==> config.mk <==
export PLATFORM = sky130hd
export DESIGN_NAME = clock_divider_multi
export DESIGN_NICKNAME = d
export VERILOG_FILES = /design/src/rtl/clock_divider_multi.sv
export SDC_FILE = /design/constraint.sdc
export NUM_CORES = 1
export LEC_CHECK = 0
export CAP_MARGIN = 0
export CORE_MARGIN = 8
export CORE_UTILIZATION = 40
export CTS_CLUSTER_DIAMETER = 150
export DETAILED_ROUTE_END_ITERATION = 10
export HOLD_SLACK_MARGIN = 0.05
export SLEW_MARGIN = 25
export SYNTH_ARGS = -nofsm -noshare
export SYNTH_HDL_FRONTEND = slang
export SYNTH_SLANG_ARGS = --single-unit
==> constraint.sdc <==
create_clock -name clock -period 3.5 [get_ports clock]
set_clock_uncertainty 0.1 [all_clocks]
set_input_delay 0.525 -clock clock [delete_from_list [all_inputs] [get_ports clock]]
set_output_delay 0.525 -clock clock [all_outputs]
set_load 0.05 [all_outputs]
==> src/rtl/clock_divider_multi.sv <==
// Multi-channel clock divider with staged, glitch-free divisor reload and sync.
// Define CLOCK_DIVIDER_PERIOD_COUNT_EN to add per-channel tick counters.
module clock_divider_multi #(
  parameter int CHANNELS    = 4,
  parameter int DIV_WIDTH   = 16,
  parameter int CHAN_W      = 2,
  parameter int DEFAULT_DIV = 2
) (
  input  logic                 clock,
  input  logic                 reset,
  input  logic [CHANNELS-1:0]  enable,
  input  logic                 sync,
  input  logic                 wr_en,
  input  logic [CHAN_W-1:0]    wr_chan,
  input  logic [DIV_WIDTH-1:0] wr_div,
`ifdef CLOCK_DIVIDER_PERIOD_COUNT_EN
  input  logic [CHAN_W-1:0]    rd_chan,
  output logic [15:0]          period_count,
`endif
  output logic [CHANNELS-1:0]  pending,
  output logic [CHANNELS-1:0]  d_clock,
  output logic [CHANNELS-1:0]  tick
);

  typedef logic [DIV_WIDTH-1:0] div_t;

  localparam div_t ZERO = '0;
  localparam div_t ONE  = div_t'(1);
  localparam div_t TWO  = div_t'(2);
  localparam div_t DEF  = div_t'(DEFAULT_DIV);

  div_t div_q [CHANNELS];
  div_t div_d [CHANNELS];
  div_t cnt_q [CHANNELS];
  div_t cnt_d [CHANNELS];
  div_t stg_q [CHANNELS];
  div_t stg_d [CHANNELS];
  div_t dnew  [CHANNELS];

  logic [CHANNELS-1:0] pend_q, pend_d;
  logic [CHANNELS-1:0] dclk_q, dclk_d;
  logic [CHANNELS-1:0] tick_q, tick_d;
  logic [CHANNELS-1:0] hit, last, app;

  always_comb begin
    for (int i = 0; i < CHANNELS; i++) begin
      hit[i]    = wr_en && (wr_chan == CHAN_W'(i));
      last[i]   = (div_q[i] >= TWO) && (cnt_q[i] == div_q[i] - ONE);
      app[i]    = pend_q[i] &&
                  (!enable[i] || div_q[i] < TWO || last[i] || sync);
      dnew[i]   = app[i] ? stg_q[i] : div_q[i];
      div_d[i]  = dnew[i];
      stg_d[i]  = hit[i] ? wr_div : stg_q[i];
      // a same-edge write re-arms pending after the old value is applied
      pend_d[i] = hit[i] | (pend_q[i] & ~app[i]);
      tick_d[i] = 1'b0;
      dclk_d[i] = 1'b0;
      cnt_d[i]  = ZERO;
      if (!enable[i]) begin
        cnt_d[i] = ZERO;
      end else if (sync) begin
        tick_d[i] = 1'b1;
        dclk_d[i] = (dnew[i] != ZERO);
        cnt_d[i]  = (dnew[i] >= TWO) ? ONE : ZERO;
      end else if (div_q[i] == ZERO) begin
        cnt_d[i] = ZERO;
      end else if (div_q[i] == ONE) begin
        tick_d[i] = 1'b1;
        dclk_d[i] = 1'b1;
      end else begin
        tick_d[i] = (cnt_q[i] == ZERO);
        dclk_d[i] = (cnt_q[i] < (div_q[i] >> 1));
        cnt_d[i]  = last[i] ? ZERO : cnt_q[i] + ONE;
      end
    end
  end

  always_ff @(posedge clock) begin
    if (reset) begin
      for (int i = 0; i < CHANNELS; i++) begin
        div_q[i] <= DEF;
        cnt_q[i] <= ZERO;
        stg_q[i] <= DEF;
      end
      pend_q <= '0;
      dclk_q <= '0;
      tick_q <= '0;
    end else begin
      for (int i = 0; i < CHANNELS; i++) begin
        div_q[i] <= div_d[i];
        cnt_q[i] <= cnt_d[i];
        stg_q[i] <= stg_d[i];
      end
      pend_q <= pend_d;
      dclk_q <= dclk_d;
      tick_q <= tick_d;
    end
  end

  assign pending = pend_q;
  assign d_clock = dclk_q;
  assign tick    = tick_q;

`ifdef CLOCK_DIVIDER_PERIOD_COUNT_EN
  logic [15:0] pc_q [CHANNELS];
  logic [15:0] pc_d [CHANNELS];
  logic [15:0] rd_q, rd_d;

  always_comb begin
    rd_d = '0;
    for (int i = 0; i < CHANNELS; i++) begin
      pc_d[i] = sync ? 16'd0 : pc_q[i] + 16'(tick_d[i]);
      if (rd_chan == CHAN_W'(i)) rd_d = pc_q[i];
    end
  end

  always_ff @(posedge clock) begin
    if (reset) begin
      for (int i = 0; i < CHANNELS; i++) pc_q[i] <= '0;
      rd_q <= '0;
    end else begin
      for (int i = 0; i < CHANNELS; i++) pc_q[i] <= pc_d[i];
      rd_q <= rd_d;
    end
  end

  assign period_count = rd_q;
`endif

endmodule
# Yosys cells after proc, flatten, opt, wreduce, memory -nomap -nowiden
# Memories as Yosys holds them, arrays and structs flattened.
# Cells that the tools add are included.
[op_classes] n_addsub=8 multipliers=0 div_mod_pow=0 n_lt_le_gt_ge=16 n_eq_ne=11 shift=0 muxes=71 bitwise_logic=28 n_reduce_logical=45
[ops] operator="16-bit two-way mux" n=40
[ops] operator="16-bit by 2-bit greater-or-equal comparator with 1-bit output, second input constant" n=8
[ops] operator="16-bit logical NOT" n=8
[ops] operator="16-bit by 1-bit adder with 16-bit output, second input constant" n=4
[ops] operator="16-bit by 1-bit equality test with 1-bit output, second input constant" n=4
[ops] operator="16-bit equality test" n=4
[ops] operator="16-bit by 15-bit < comparator with 1-bit output" n=4
[ops] operator="16-bit by 2-bit < comparator with 1-bit output, second input constant" n=4
[ops] operator="16-bit nonzero test" n=4
[ops] operator="16-bit by 1-bit subtractor with 16-bit output, second input constant" n=4
[ops] operator="1-bit two-way mux" n=31
[ops] operator="1-bit OR" n=16
[ops] operator="1-bit logical AND" n=12
[ops] operator="1-bit logical OR" n=12
[ops] operator="1-bit inverter" n=8
[ops] operator="2-bit OR reduction" n=4
[ops] operator="1-bit AND" n=4
[ops] operator="2-bit equality test, second input constant" n=2
[ops] operator="1-bit logical NOT" n=4
[ops] operator="2-bit by 1-bit equality test with 1-bit output, second input constant" n=1
[ops] operator="2-bit logical NOT" n=1
[totals] register_bits=12 latch_bits=0 ram_bits=192 mem_bits_ro=0 inputBits=26 wordCells=191 n_memories=3
[memory_table] name="cnt_q" words=4 word_bits=16 read_ports=4 rd_clocked_by_memory_dff=0 wr=4 line="34" source="div_t cnt_q [CHANNELS];"
[memory_table] name="div_q" words=4 word_bits=16 read_ports=4 rd_clocked_by_memory_dff=0 wr=4 line="32" source="div_t div_q [CHANNELS];"
[memory_table] name="stg_q" words=4 word_bits=16 read_ports=4 rd_clocked_by_memory_dff=0 wr=4 line="36" source="div_t stg_q [CHANNELS];"

# Longest topological paths before layout
[logic_depth] depth_word=12 depth_mapped=14 ltp_nobuf=10

# Worst setup path before layout
# OpenSTA, ideal clock, no wires.
[synth_timing] path_kind="register to register" startpoint="memory div_q[3][1] (netlist name)" endpoint="memory div_q[3][10] (netlist name)" setup_time_ns=0.128 arrival_time_ns=2.924 setup_slack_ns=0.348 path_stages_with_launch=15 n_path_buf=4 cell_sequence="dfxtp_1 clkbuf_1 inv_1 ha_1 clkbuf_2 or4b_4 nor4_2 mux2_1 o31ai_1 o2111ai_1 o31ai_2 buf_6 buf_8 mux2i_1 nor2_1"
[synth_lines] element="start: declaration" line="32"

==> flow_summary.yaml <==
outcome:
  status: "finished, final reports clean"
floorplanning:
  start_util_pct: 40.2
  row_count: 64
  core_area_um2: 30300
  dieArea_um2: 36200
  io_pins: 38
  chipWidth_um: 190
  die_h_um: 190
clock_tree:
  cts_buffer_depth: 3
  clock_tree.root_cell: "clkbuf_16"
  clk_pin_slew_ns: 0.06
  ctsHoldBuffers: 0
  cts_max_level: 1
  cts_tree: "done"
  cts_num_sinks: 204
  cts-buffers-inserted: 24
  clkLatencyLatePin_ns: 0.53
yosys:
  avgSynthCellArea_um2: 8.23
  netlist-cell-type-count: 82
  synth_flop_cell: "dfxtp_1"
  synth_fp_nets: 1583
  synthTopCellsByArea: "dfxtp_1 (34%), ha_1 (8.2%), nand2_1 (5.5%), xor2_1 (5.3%), mux2i_1 (5.2%)"
  netlist.area_leader.share_pct: 33.6
  postSynthCellCount: 1477
  netlist_area_um2: 12200
  async_flop_share_pct: 0
  yosys_warnings: 0
  ys_ff_latch: 204
  ys_seq_area_share_pct: 33.6
  yosysTopAreaCell: "dfxtp_1"
  yosys-top-cells-count: "dfxtp_1 (204), nand2_1 (178), nor2_1 (168)"
  yosysMostFrequentCell: "dfxtp_1"
  synth_edf_count: 0
global_route:
  grt_remaining_overflow: 0
  grt_pass1_vias: 9598
  antenna_found_initial: 0
  grt_util_all_layers_pct: 16.5
  grt_start_max_net_pins: 74
  grt_pass1_wl_um: 50200
layout:
  drive_above_1_share_pct: 6.58
  nNetsFinal: 1593
  area_growth_pct: 12.5
  stdcell_area_um2: 13700
  diodes: 0
timing:
  period_needed_ns: 3.25
  fin_crit_sh_pct: 92.9
  slew_violations: 0
  fmax_ghz: 0.308
  relSlewSlack_pct: 40.5
  hold_viol: 0
  tightestPinTransition_ns: 0.884
  setup_viol: 0
  rsz0062_at_grt: "false"
  tns_ns: 0
routing:
  drc_errors: 0
  dr.pass1.iters: 9
  vias_per_cell: 5.39
  num_vias: 10300
  post_drt_wl_per_cell_um: 16.0
  drtIter0Drc: 710
  ant_nets: 0
  routed_wl_um: 30500
pwr:
  max-vdd-ir-drop_v: 0.000365
  power.density_nw_per_um2: 400
  cellLeakagePower_uw: 0.00525
placed_design:
  place_area_um2: 12800
  dpl.hpwl_um: 22700
  gp_congestion: 0.858
  port_buffers: 37
worst_setup_path:
  critPathMaxFanout: 17
  cp.required_ns: 3.78
  critical_path.cell_chain: "inv_1 > ha_1 > and2_1 > o21a_1 > o31ai_1 > o2111ai_1 > or4b_4 > o31ai_4 > buf_6 > mux2i_1 > nor2_1"
  startpoint_type: "flip-flop"
  cp-end-kind: "flip-flop"
  crit_type: "reg -> reg"
  crit_slowest_cell: "or4b_4"
  timing.critical_path.arrival_ns: 3.53
  critPathMaxStageDelay_ns: 0.52
run:
  max-cap-violations: 0
hold_path:
  hold_class: "in -> reg"
==> layout by cell type, fill, tap and decap left out, types with 5 or more instances in the layout <==
master           Yosys  layout
dfxtp_1            204     204
nand2_1            178     178
nor2_1             168     168
inv_1               87      87
a21oi_1             86      86
ha_1                80      79
xor2_1              73      73
mux2i_1             63      63
nand3_1             61      61
xnor2_1             56      56
nor4_1              36      36
clkdlybuf4s50_1      0      36
nor3_1              32      32
nand4_1             31      31
o21ai_0             24      24
clkbuf_16            0      24
and3_1              23      23
a21o_1              20      20
buf_4                4      18
a211oi_1            15      15
o211ai_1            10      10
a41oi_1              9       9
nor2_4               9       9
and2_1               8       8
nor4b_1              8       8
a31oi_1              8       7
and4_1               7       7
or4_1                7       7
or3_1                6       6
nand2b_1             6       6
or2_2                5       5
nand4b_1             5       5
o2111ai_1            5       5
clkinv_2             0       5
clkbuf_1            48       5
==> logic make-up (layout without fill, tap and decap cells) <==
family                   after synthesis  in the layout  share of synthesized area (%)
adder cells (fa/ha/maj)               80             80                           8.23
buffers and inverters                160            187                           5.94
AO/OA/AOI/OAI                        222            222                           12.2
flip-flops                           204            204                           33.6
multiplexers                          65             65                           5.37
XOR/XNOR                             129            129                           9.29
AND/OR/NAND/NOR                      617            617                           25.4
==> routing by layer <==
layer  part of all wire (%)  vias up  track usage (%)
met1                     48     4870             22.7
met3                    3.3       47             2.08
li1                       -     5179                -
met5                      0        -                0
met2                     46      154             26.7
met4                    2.5        0             4.95
==> per-stage QoR <==
| step | util, % | total power (uW) | instances | hold WS [ns] | setup slack, ns |
|---|---|---|---|---|---|
| 6_report | 45.2 | 5480 | 1900 | 0.258 | 0.250 |
| 2_1_floorplan | - | 2770 | 1477 | 0.348 | 0.348 |
| 5_1_grt | 45.2 | 5700 | 1900 | 0.275 | 0.0343 |
| 3_5_place_dp | 42.4 | 2930 | 1857 | 0.366 | 0.218 |
| 4_1_cts | 45.2 | 5560 | 1900 | 0.233 | 0.206 |
| 3_3_place_gp | 42.4 | 2920 | 1857 | 0.362 | 0.317 |
==> state kept, by name, indices dropped and copies added (netlist names) <==
name	count
cnt_q	64
div_q	64
stg_q	64
d_clock	4
pending	4
tick	4
==> power breakdown <==
| part | internal, uW | total (uW) | switching, uW |
|---|---|---|---|
| clock | 1620 | 2600 | 977 |
| sequential | 2370 | 2410 | 45.2 |
| combinational | 187 | 467 | 281 |
| total | 4170 | 5480 | 1300 |
==> area by class of cell <==
class                   count  area, um^2
fillers                  3012       16600
well taps                 396         495
flip-flops and latches    204        4080
inverters                  87         327
clock buffers              32         661
clock inverters            11         170
multi-input cells        1113        7390
repair buffers             57         547
==> critical path, delay by kind of cell, from the launching register on <==
kind,cells,cell delay (ns)
flip-flops,1,0.43
AND/OR/NAND/NOR,3,0.75
adder cells (fa/ha/maj),1,0.28
AO/OA/AOI/OAI,4,0.93
multiplexers,1,0.23
buffers and inverters,2,0.37
==> path summary, 6_finish.rpt <==
kind	startpoint	end	cells after the start	slack, ns
min reg2reg	stg_q[0][10]	stg_q[0][10]	2	0.37
min	reset	cnt_q[1][0]	4	0.26
max reg2reg	div_q[2][0]	div_q[2][15]	11	0.25
max	div_q[2][0]	div_q[2][15]	11	0.25
==> repair_timing <==
| action | CTS | global route |
|---|---|---|
| endpoints found under the setup margin | 0 | 7 |
| buffers inserted | 0 | 0 |
| gates resized for setup | 0 | 2 |
(Power assumes the default switching activity.)
